**src/rtl/rv32i_types.sv**
```systemverilog
// Shared types for the memory stage: FSM states, load/store funct3 codes,
// forwarding select and the access-size decode used by store and load paths.
package rv32i_types;

  typedef enum logic [1:0] {
    IDLE = 2'b00,
    BUSY = 2'b01,
    DONE = 2'b10
  } mem_unit_state_t;

  typedef enum logic [2:0] {
    LB  = 3'b000,
    LH  = 3'b001,
    LW  = 3'b010,
    LD  = 3'b011,
    LBU = 3'b100,
    LHU = 3'b101,
    LWU = 3'b110
  } load_funct3_t;

  typedef enum logic [2:0] {
    SB = 3'b000,
    SH = 3'b001,
    SW = 3'b010,
    SD = 3'b011
  } store_funct3_t;

  typedef enum logic {
    FWD_RS2 = 1'b0,
    FWD_WB  = 1'b1
  } forwardingmux2_sel_t;

  typedef enum logic [1:0] {
    SZ_BYTE  = 2'b00,
    SZ_HALF  = 2'b01,
    SZ_WORD  = 2'b10,
    SZ_DWORD = 2'b11
  } access_size_t;

  // Anything not a recognised size code for the direction falls back to word.
  function automatic access_size_t decode_size(input logic [2:0] f3,
                                               input logic       is_load,
                                               input logic       dword_ok);
    access_size_t sz;
    sz = SZ_WORD;
    case (f3)
      LB:      sz = SZ_BYTE;
      LH:      sz = SZ_HALF;
      LW:      sz = SZ_WORD;
      LD:      sz = dword_ok ? SZ_DWORD : SZ_WORD;
      LBU:     sz = is_load ? SZ_BYTE : SZ_WORD;
      LHU:     sz = is_load ? SZ_HALF : SZ_WORD;
      default: sz = SZ_WORD;
    endcase
    return sz;
  endfunction

endpackage

```
**src/rtl/mem_load_align.sv**
```systemverilog
// Moves the addressed bytes of a bus read down to bit 0 and sign- or
// zero-extends them according to the load's funct3.
module mem_load_align
  import rv32i_types::*;
#(
  parameter int WIDTH = 32
) (
  input  logic [WIDTH-1:0]           rdata,
  input  logic [$clog2(WIDTH/8)-1:0] offset,
  input  logic [2:0]                 funct3,
  output logic [WIDTH-1:0]           data
);

  logic [WIDTH-1:0] shifted;
  logic [WIDTH-1:0] keep_mask;
  logic             sign_bit;
  access_size_t     size;

  always_comb begin
    shifted   = rdata >> {offset, 3'b000};
    size      = decode_size(funct3, 1'b1, WIDTH == 64);
    keep_mask = '1;
    sign_bit  = shifted[WIDTH-1];
    case (size)
      SZ_BYTE: begin keep_mask = WIDTH'(8'hFF);         sign_bit = shifted[7];  end
      SZ_HALF: begin keep_mask = WIDTH'(16'hFFFF);      sign_bit = shifted[15]; end
      SZ_WORD: begin keep_mask = WIDTH'(32'hFFFF_FFFF); sign_bit = shifted[31]; end
      default: begin keep_mask = '1;                    sign_bit = shifted[WIDTH-1]; end
    endcase
    // funct3[2] marks the unsigned load variants
    data = (shifted & keep_mask) | ((~funct3[2] & sign_bit) ? ~keep_mask : '0);
  end

endmodule

```
**src/rtl/mem_access_unit.sv**
```systemverilog
// MEM-stage load/store unit: checks alignment, places store data on byte
// lanes, holds one bus request until the response and stalls the pipeline.
module mem_access_unit
  import rv32i_types::*;
#(
  parameter int WIDTH = 32,
  parameter int BE_W  = WIDTH / 8
) (
  input  logic              clk,
  input  logic              rst,
  input  logic              req_valid,
  input  logic              req_read,
  input  logic              req_write,
  input  logic [2:0]        funct3,
  input  logic [WIDTH-1:0]  addr,
  input  logic [WIDTH-1:0]  rs2_data,
  input  logic [WIDTH-1:0]  fwd_data,
  input  logic              fwd_sel,
  input  logic              flush,
  input  logic              dmem_resp,
  input  logic [WIDTH-1:0]  dmem_rdata,
  output logic              dmem_read,
  output logic              dmem_write,
  output logic [WIDTH-1:0]  dmem_address,
  output logic [WIDTH-1:0]  dmem_wdata,
  output logic [BE_W-1:0]   dmem_byte_en,
  output logic              stall,
  output logic              done,
  output logic [WIDTH-1:0]  load_data,
  output logic              misaligned
);

  localparam int OFF_W = $clog2(BE_W);

  mem_unit_state_t   state_reg, state_next;
  logic              kill_reg, kill_next;
  logic [WIDTH-1:0]  addr_reg;
  logic [WIDTH-1:0]  wdata_reg;
  logic [BE_W-1:0]   byte_en_reg;
  logic [2:0]        funct3_reg;
  logic [OFF_W-1:0]  offset_reg;
  logic              is_read_reg;
  logic [WIDTH-1:0]  load_data_reg;
  logic              misaligned_reg;

  logic [OFF_W-1:0]  req_off;
  access_size_t      req_size;
  logic              req_rw;
  logic              aligned;
  logic              accept;
  logic              fault;
  logic [7:0]        base_mask;
  logic [15:0]       be_wide;
  logic [BE_W-1:0]   byte_en_next;
  logic [WIDTH-1:0]  store_src;
  logic [WIDTH-1:0]  wdata_next;
  logic [WIDTH-1:0]  aligned_load;

  // Reads win if the control word ever asserts both strobes.
  always_comb begin
    req_off  = addr[OFF_W-1:0];
    req_size = decode_size(funct3, req_read, WIDTH == 64);
    req_rw   = req_read | req_write;
    case (req_size)
      SZ_BYTE: begin aligned = 1'b1;              base_mask = 8'h01; end
      SZ_HALF: begin aligned = ~addr[0];          base_mask = 8'h03; end
      SZ_WORD: begin aligned = addr[1:0] == 2'b0; base_mask = 8'h0F; end
      default: begin aligned = addr[2:0] == 3'b0; base_mask = 8'hFF; end
    endcase
    accept       = (state_reg == IDLE) & req_valid & req_rw & ~flush & aligned;
    fault        = (state_reg == IDLE) & req_valid & req_rw & ~flush & ~aligned;
    be_wide      = 16'(base_mask) << req_off;
    byte_en_next = be_wide[BE_W-1:0];
    store_src    = (forwardingmux2_sel_t'(fwd_sel) == FWD_WB) ? fwd_data : rs2_data;
    case (req_size)
      SZ_BYTE: wdata_next = {BE_W{store_src[7:0]}};
      SZ_HALF: wdata_next = {(BE_W/2){store_src[15:0]}};
      SZ_WORD: wdata_next = {(BE_W/4){store_src[31:0]}};
      default: wdata_next = store_src;
    endcase
  end

  always_ff @(posedge clk) begin
    if (rst) begin
      state_reg <= IDLE;
      kill_reg  <= 1'b0;
    end else begin
      state_reg <= state_next;
      kill_reg  <= kill_next;
    end
  end

  // A flush during the bus phase lets the access finish but hides its result.
  always_comb begin
    state_next = state_reg;
    kill_next  = kill_reg;
    stall      = 1'b0;
    done       = 1'b0;
    dmem_read  = 1'b0;
    dmem_write = 1'b0;
    case (state_reg)
      IDLE: begin
        kill_next = 1'b0;
        if (accept) begin
          state_next = BUSY;
          stall      = 1'b1;
        end
      end
      BUSY: begin
        stall      = 1'b1;
        dmem_read  = is_read_reg;
        dmem_write = ~is_read_reg;
        if (flush) kill_next = 1'b1;
        if (dmem_resp) state_next = DONE;
      end
      DONE: begin
        done       = ~kill_reg;
        kill_next  = 1'b0;
        state_next = IDLE;
      end
      default: state_next = IDLE;
    endcase
  end

  mem_load_align #(.WIDTH(WIDTH)) u_load_align (
    .rdata  (dmem_rdata),
    .offset (offset_reg),
    .funct3 (funct3_reg),
    .data   (aligned_load)
  );

  always_ff @(posedge clk) begin
    if (rst) begin
      addr_reg       <= '0;
      wdata_reg      <= '0;
      byte_en_reg    <= '0;
      funct3_reg     <= '0;
      offset_reg     <= '0;
      is_read_reg    <= 1'b0;
      load_data_reg  <= '0;
      misaligned_reg <= 1'b0;
    end else begin
      misaligned_reg <= fault;
      if (accept) begin
        addr_reg    <= {addr[WIDTH-1:OFF_W], {OFF_W{1'b0}}};
        wdata_reg   <= wdata_next;
        byte_en_reg <= byte_en_next;
        funct3_reg  <= funct3;
        offset_reg  <= req_off;
        is_read_reg <= req_read;
      end
      if ((state_reg == BUSY) && dmem_resp && is_read_reg && !kill_reg && !flush)
        load_data_reg <= aligned_load;
    end
  end

  assign dmem_address = addr_reg;
  assign dmem_wdata   = wdata_reg;
  assign dmem_byte_en = byte_en_reg;
  assign load_data    = load_data_reg;
  assign misaligned   = misaligned_reg;

endmodule

```
**config.mk**
```make
export PLATFORM = sky130hd
export DESIGN_NAME = mem_access_unit
export DESIGN_NICKNAME = d
export VERILOG_FILES = /design/src/rtl/rv32i_types.sv /design/src/rtl/mem_load_align.sv /design/src/rtl/mem_access_unit.sv
export SDC_FILE = /design/constraint.sdc
export NUM_CORES = 1
export LEC_CHECK = 0
export BUFFER_PORTS_ARGS = -buffer_cell sky130_fd_sc_hd__buf_2
export CAP_MARGIN = 0
export CORE_MARGIN = 4
export CORE_UTILIZATION = 50
export DETAILED_ROUTE_END_ITERATION = 16
export GPL_TIMING_DRIVEN = 0
export PLACE_DENSITY = 0.94
export SETUP_SLACK_MARGIN = 0.15
export SYNTH_ARGS = -nofsm -noshare
export SYNTH_HDL_FRONTEND = slang
export SYNTH_SLANG_ARGS = --single-unit
export TNS_END_PERCENT = 30
```
**constraint.sdc**
```tcl
create_clock -name clk -period 2.9 [get_ports clk]
set_input_delay 0.58 -clock clk [delete_from_list [all_inputs] [get_ports clk]]
set_output_delay 0.58 -clock clk [all_outputs]
set_load 0.02 [all_outputs]
```
==> flow_summary.json, run 1 <==
{
  "cp_max_fo": 10,
  "synth.most_common_cell": "dfxtp_1",
  "path_cells": "buf_2 -> nor2b_1 -> clkbuf_1 -> o31ai_4 -> buf_2 -> nand2_1 -> nand2_1 -> buf_2",
  "vdd_drop_max_v": 0.000327,
  "dieArea_um2": 12500,
  "synth.cell_area_um2": 5370,
  "postCtsHoldBufs": 0,
  "critPathLaunchType": "input pin",
  "ys_ff_latch": 108,
  "hp-class": "in -> reg",
  "drt-total-wl_mm": 18.6,
  "synth_edf_count": 0,
  "finalSetupTns_ns": 0,
  "ys_seq_area_frac": 0.403,
  "hpwl_mm": 14.5,
  "initialDrtViolationCount": 567,
  "syn2layout_area_growth_pct": 29.8,
  "synth.avg_cell_area_um2": 8.27,
  "critical-path-top-delay-family": "buffers and inverters",
  "required_ns": 2.32,
  "status": "completed",
  "cpPeakStageDelay_ns": 0.27,
  "die_w_um": 112,
  "io_buffers": 240,
  "whs_ns": 0.447,
  "setup_viol": 0,
  "grt_overflow_total": 0,
  "drcViolationCount": 0,
  "synth_top_cell_by_area": "dfxtp_1",
  "ant_nets": 0,
  "crit_slowest_cell": "o31ai_4",
  "synth_top_area_share": 0.403,
  "maxSlewHeadroom": 0.570,
  "grt_util_all_layers": 0.283,
  "min_period_ns": 2.52,
  "cp-end-kind": "output port",
  "power_density_nw_per_um2": 445,
  "vias": 6180,
  "crit_type": "in -> out",
  "drtPass1Iterations": 5,
  "drv_cap": 0,
  "ctsHtreeMaxLevel": 3,
  "use_met2": 0.464,
  "drive_gt1_frac": 0.338,
  "max_freq_mhz": 397,
  "slew_viol_final": 0,
  "synthFlopType": "dfxtp_1",
  "routed_via_density": 5.93,
  "yosys-top-cells-area": "dfxtp_1 40%, a21oi_1 8.9%, mux2i_1 7.8%",
  "seqCellArea_um2": 2160,
  "grt_util_met3": 0.0793,
  "antenna_cells": 0,
  "multi_input_comb_area_um2": 2910,
  "use_met1": 0.359,
  "core_um2": 10400,
  "synthArstFlopShare": 0,
  "die_h_um": 112,
  "fin_nets": 1041,
  "cts_root_buf": "clkbuf_8",
  "busiest_layer": "met2",
  "critPathBufInv": 4,
  "clk_latency_ns": 0.37,
  "leakage_nw": 3.07,
  "cts_tree": "done",
  "grt_max_degree": 20,
  "initial_core_util": 0.517,
  "finalHoldViolations": 0,
  "netlist_instances": 649,
  "cts.clk_slew.worst_paths_ns": 0.11,
  "rsz0062_at_grt": "no",
  "clock_sinks": 108,
  "antenna_found_initial": 0,
  "synth.distinct_cells": 47,
  "cts_made_buffers": 9,
  "crit_arrival_ns": 1.94,
  "cpMostUsedCell": "buf_2",
  "synthTopCellsByCount": "108 x dfxtp_1, 95 x a21oi_1, 70 x o21ai_0",
  "rows": 37,
  "fin_crit_sh": 0.869,
  "worst_clock_skew_ns": 0.0122,
  "routabilityCongestion": 0.938,
  "yosysWarnings": 0,
  "worstMarginPinSlew_ns": 0.645,
  "routedWlPerCell_um": 17.9,
  "ios": 244,
  "grt_pass1_vias": 5708,
  "nFillCells": 891,
  "clockBufferDepth": 2,
  "grt_first_pass_wirelength_mm": 29.1
}
worst register-to-register path, stage by stage, from the launching register on:
cell      delay (ns)
dfxtp_1         0.38
nor4b_4         0.33
o21a_1          0.15
buf_2           0.30
clkbuf_1        0.49
o211ai_1        0.24
a21oi_1         0.18
cell families after synthesis:
group	Yosys count	share of synthesized area
simple gates	166	0.155
mux	60	0.118
buf+inv	73	0.0576
xor+xnor	1	0.00163
other cells	1	0.000699
flops	108	0.403
compound gates	240	0.264
layout make-up:
type / count / share of cell area
clock buffers: 9 / 0.0178
plain buffers: 67 / 0.0411
repair buffers: 242 / 0.175
clock inverters: 7 / 0.0119
multi-input cells: 469 / 0.417
inverters: 5 / 0.00269
well taps: 136 / 0.0244
flip-flops and latches: 108 / 0.310
cell usage in the layout, fill, tap and decap left out, types with 2 or more instances in the layout:
cell type,netlist,final
clkbuf_8,0,9
or2_2,3,3
nand2b_1,3,3
clkbuf_1,43,42
a22oi_1,16,16
clkinv_1,2,2
nor2b_1,6,6
nor2_1,5,5
and3_1,2,2
mux2_2,17,17
o211ai_1,15,15
inv_8,0,2
buf_4,3,5
and2_1,2,2
nand4_1,10,10
a31oi_1,2,2
inv_1,3,3
buf_1,3,3
buf_2,19,259
nor3_1,11,11
a211oi_1,23,23
nand2_1,65,65
a21oi_1,95,95
nor4b_1,7,7
o32ai_1,2,2
o2bb2ai_1,7,7
dfxtp_1,108,108
o21ai_0,70,70
nand3_1,46,46
mux2i_1,42,42
conb_1,1,2
metal layers:
layer,wire (um),part of all wire
met1,7380,0.40
met2,8840,0.47
met3,1870,0.10
met4,539,0.029
met5,0,0
power by group:
part           leakage, nW  switching, mW  total, mW  internal [mW]
registers            0.874         0.0205       1.54           1.52
clock network        0.104          0.554      0.969          0.415
logic                 2.09          0.363      0.588          0.224
metrics by stage:
stage               utilization  power (mW)  instance area [um2]  setup slack, ns  instances
CTS                       0.670        3.09                 6950            0.167       1041
global placement          0.650        2.13                 6740           0.0184       1026
global route              0.672        3.22                 6970            0.279       1043
floorplan                     -        1.91                 5370            0.623        650
finish                    0.672        3.10                 6970            0.379       1043
detailed placement        0.650        2.14                 6740          0.00746       1026
worst paths after layout:
kind,start,end,slack [ns],depth (start not counted)
worst min register to register,load_data[4]$_SDFFE_PP0P_,load_data[4]$_SDFFE_PP0P_,0.46,2
worst min-delay path,addr[27],dmem_address[27]$_SDFFE_PP0P_,0.45,3
worst max register to register,state_reg[0]$_SDFFE_PP0P_,dmem_wdata[13]$_SDFFE_PP0P_,0.77,6
worst max-delay path,funct3[2],stall,0.38,8
what timing repair did:
action / CTS / global route
setup buffers: 0 / 2
hold endpoints to repair: 0 / 0
gates cloned: 0 / 0
setup endpoints to repair: 1 / 1
resized for setup: 1 / 0
pin swaps: 0 / 1
Note: power is estimated with default switching activity, not from simulation.
==> run 2, diff against run 1 <==
--- a/config.mk
+++ b/config.mk
@@ -8,10 +8,10 @@
 export BUFFER_PORTS_ARGS = -buffer_cell sky130_fd_sc_hd__buf_2
 export CAP_MARGIN = 0
 export CORE_MARGIN = 4
-export CORE_UTILIZATION = 50
+export CORE_UTILIZATION = 51
 export DETAILED_ROUTE_END_ITERATION = 16
 export GPL_TIMING_DRIVEN = 0
-export PLACE_DENSITY = 0.94
+export PLACE_DENSITY_LB_ADDON = 0.25
 export SETUP_SLACK_MARGIN = 0.15
 export SYNTH_ARGS = -nofsm -noshare
 export SYNTH_HDL_FRONTEND = slang
==> run 2 against run 1 <==
  * Cell area shrank 0.41%
  * Maximum frequency fell by 3.1%
  * Sequential share of layout area rose by 0.13 points
  * Cell count hardly changed
  * Largest power group unchanged
  * Core utilization rose by 0.33 points
  * Sequential power about the same
  * Setup slack worse by 0.082 ns
  * Global-route usage is 1.7 points higher
  * Non-clock buffer count fell by 1
  * Highest routed layer unchanged
  * Register-to-register slack better by 0.03 ns
  * Critical path type unchanged
  * Sequential cell count unchanged
==> flow_summary.json, run 2 (same netlist as run 1, synthesis figures left out) <==
{
  "slew_viol_final": 0,
  "ant_nets": 0,
  "vias": 6107,
  "routed_via_density": 5.86,
  "fin_ws_ns": 0.297,
  "core_um2": 10300,
  "grt_pass1_vias": 6072,
  "power_mw": 3.03,
  "power_density_nw_per_um2": 436,
  "path_cells": "buf_2 -> nor2b_1 -> clkbuf_1 -> o31ai_4 -> buf_4 -> nand2_1 -> nand2_1 -> buf_2",
  "antenna_cells": 0,
  "cp_max_fo": 10,
  "cp-end-kind": "output port",
  "ctsHtreeMaxLevel": 3,
  "grt_first_pass_wirelength_mm": 30.6,
  "min_period_ns": 2.60,
  "clockBufferDepth": 2,
  "leakage_nw": 3.06,
  "clk_latency_ns": 0.38,
  "rsz0062_at_grt": "no",
  "dieArea_um2": 12200,
  "grt_overflow_total": 0,
  "initialDrtViolationCount": 507,
  "syn2layout_area_growth_pct": 29.3,
  "drt-total-wl_mm": 18.9,
  "maxSlewHeadroom": 0.585,
  "hpwl_mm": 14.8,
  "vdd_drop_max_v": 0.000294,
  "initial_core_util": 0.522,
  "grt_util_met3": 0.0948,
  "fin_nets": 1040,
  "cts_root_buf": "clkbuf_8",
  "fin_crit_sh": 0.898,
  "rows": 37,
  "use_met2": 0.500,
  "worst_clock_skew_ns": 0.0115,
  "crit_arrival_ns": 2.02,
  "post-place-ws_ns": 0.0268,
  "cts_made_buffers": 9,
  "status": "completed",
  "ios": 244,
  "antenna_found_initial": 0,
  "max_freq_mhz": 384,
  "cts.clk_slew.worst_paths_ns": 0.12,
  "hp-class": "in -> reg",
  "setup_viol": 0,
  "die_h_um": 111,
  "critPathLaunchType": "input pin",
  "use_met1": 0.368,
  "drcViolationCount": 0,
  "routedWlPerCell_um": 18.1,
  "drive_gt1_frac": 0.337,
  "critPathBufInv": 4,
  "finalHoldViolations": 0,
  "drv_cap": 0,
  "grt_util_all_layers": 0.300,
  "busiest_layer": "met2",
  "cpPeakStageDelay_ns": 0.40,
  "cts_tree": "done",
  "drtPass1Iterations": 5,
  "grt_max_degree": 20,
  "postCtsHoldBufs": 0,
  "crit_type": "in -> out",
  "worstMarginPinSlew_ns": 0.622,
  "die_w_um": 111,
  "required_ns": 2.32,
  "critical-path-top-delay-family": "buffers and inverters",
  "place_inst": 1026,
  "final_cells": 1042,
  "layout_commonest_cell": "buf_2",
  "io_buffers": 240,
  "routabilityCongestion": 0.910,
  "clock_sinks": 108,
  "final_cell_mix": "258 x buf_2, 108 x dfxtp_1, 95 x a21oi_1",
  "crit_slowest_cell": "o31ai_4"
}
==> run 2: layout make-up <==
class                   count  area (um2)
clock buffers              10         128
plain buffers              67         289
well taps                 136         170
inverters                   5        18.8
multi-input cells         469        2910
flip-flops and latches    108        2160
clock inverters             6        55.1
repair buffers            241        1210
fillers                   912        3340
==> run 2: worst paths after layout <==
path	from	endpoint	slack, ns	cells after the start
max	funct3[2]	stall	0.30	8
min	addr[2]	dmem_address[2]$_SDFFE_PP0P_	0.44	3
max reg2reg	state_reg[0]$_SDFFE_PP0P_	dmem_wdata[9]$_SDFFE_PP0P_	0.80	6
min reg2reg	load_data[2]$_SDFFE_PP0P_	load_data[2]$_SDFFE_PP0P_	0.47	2
==> run 2: metrics by stage <==
step	utilization	TNS (ns)	area (um2)	hold WS, ns
after global routing	0.675	0	6940	0.429
after global placement	0.656	-0.00354	6740	0.442
final	0.675	0	6940	0.439
after CTS	0.674	0	6930	0.428
after detailed placement	0.656	0	6740	0.455
after floorplan	-	0	5370	0.468
==> run 2: layer usage <==
metal	share of wire	vias up
met1	0.39	2830
met3	0.10	48
met2	0.48	346
met5	0	-
met4	0.026	0
li1	-	2883
==> run 2: worst min-delay path, stage by stage <==
cell and delay [ns]:
buf_2 0.10, nand3_1 0.05, a21oi_1 0.05
==> run 2: where the power goes <==
group          switching [mW]  internal, mW  total (mW)  leakage (nW)
logic                   0.362         0.223       0.585          2.09
clock network           0.567         0.333       0.899        0.0938
registers              0.0220          1.52        1.54         0.874
total                   0.950          2.08        3.03          3.06
==> run 2: timing repair <==
| action | in CTS | in global routing |
|---|---|---|
| buffers inserted | 0 | 1 |
| gates resized for setup | 1 | 2 |
| setup endpoints to repair | 1 | 1 |
| gates cloned | 0 | 0 |
| pin swaps | 0 | 1 |
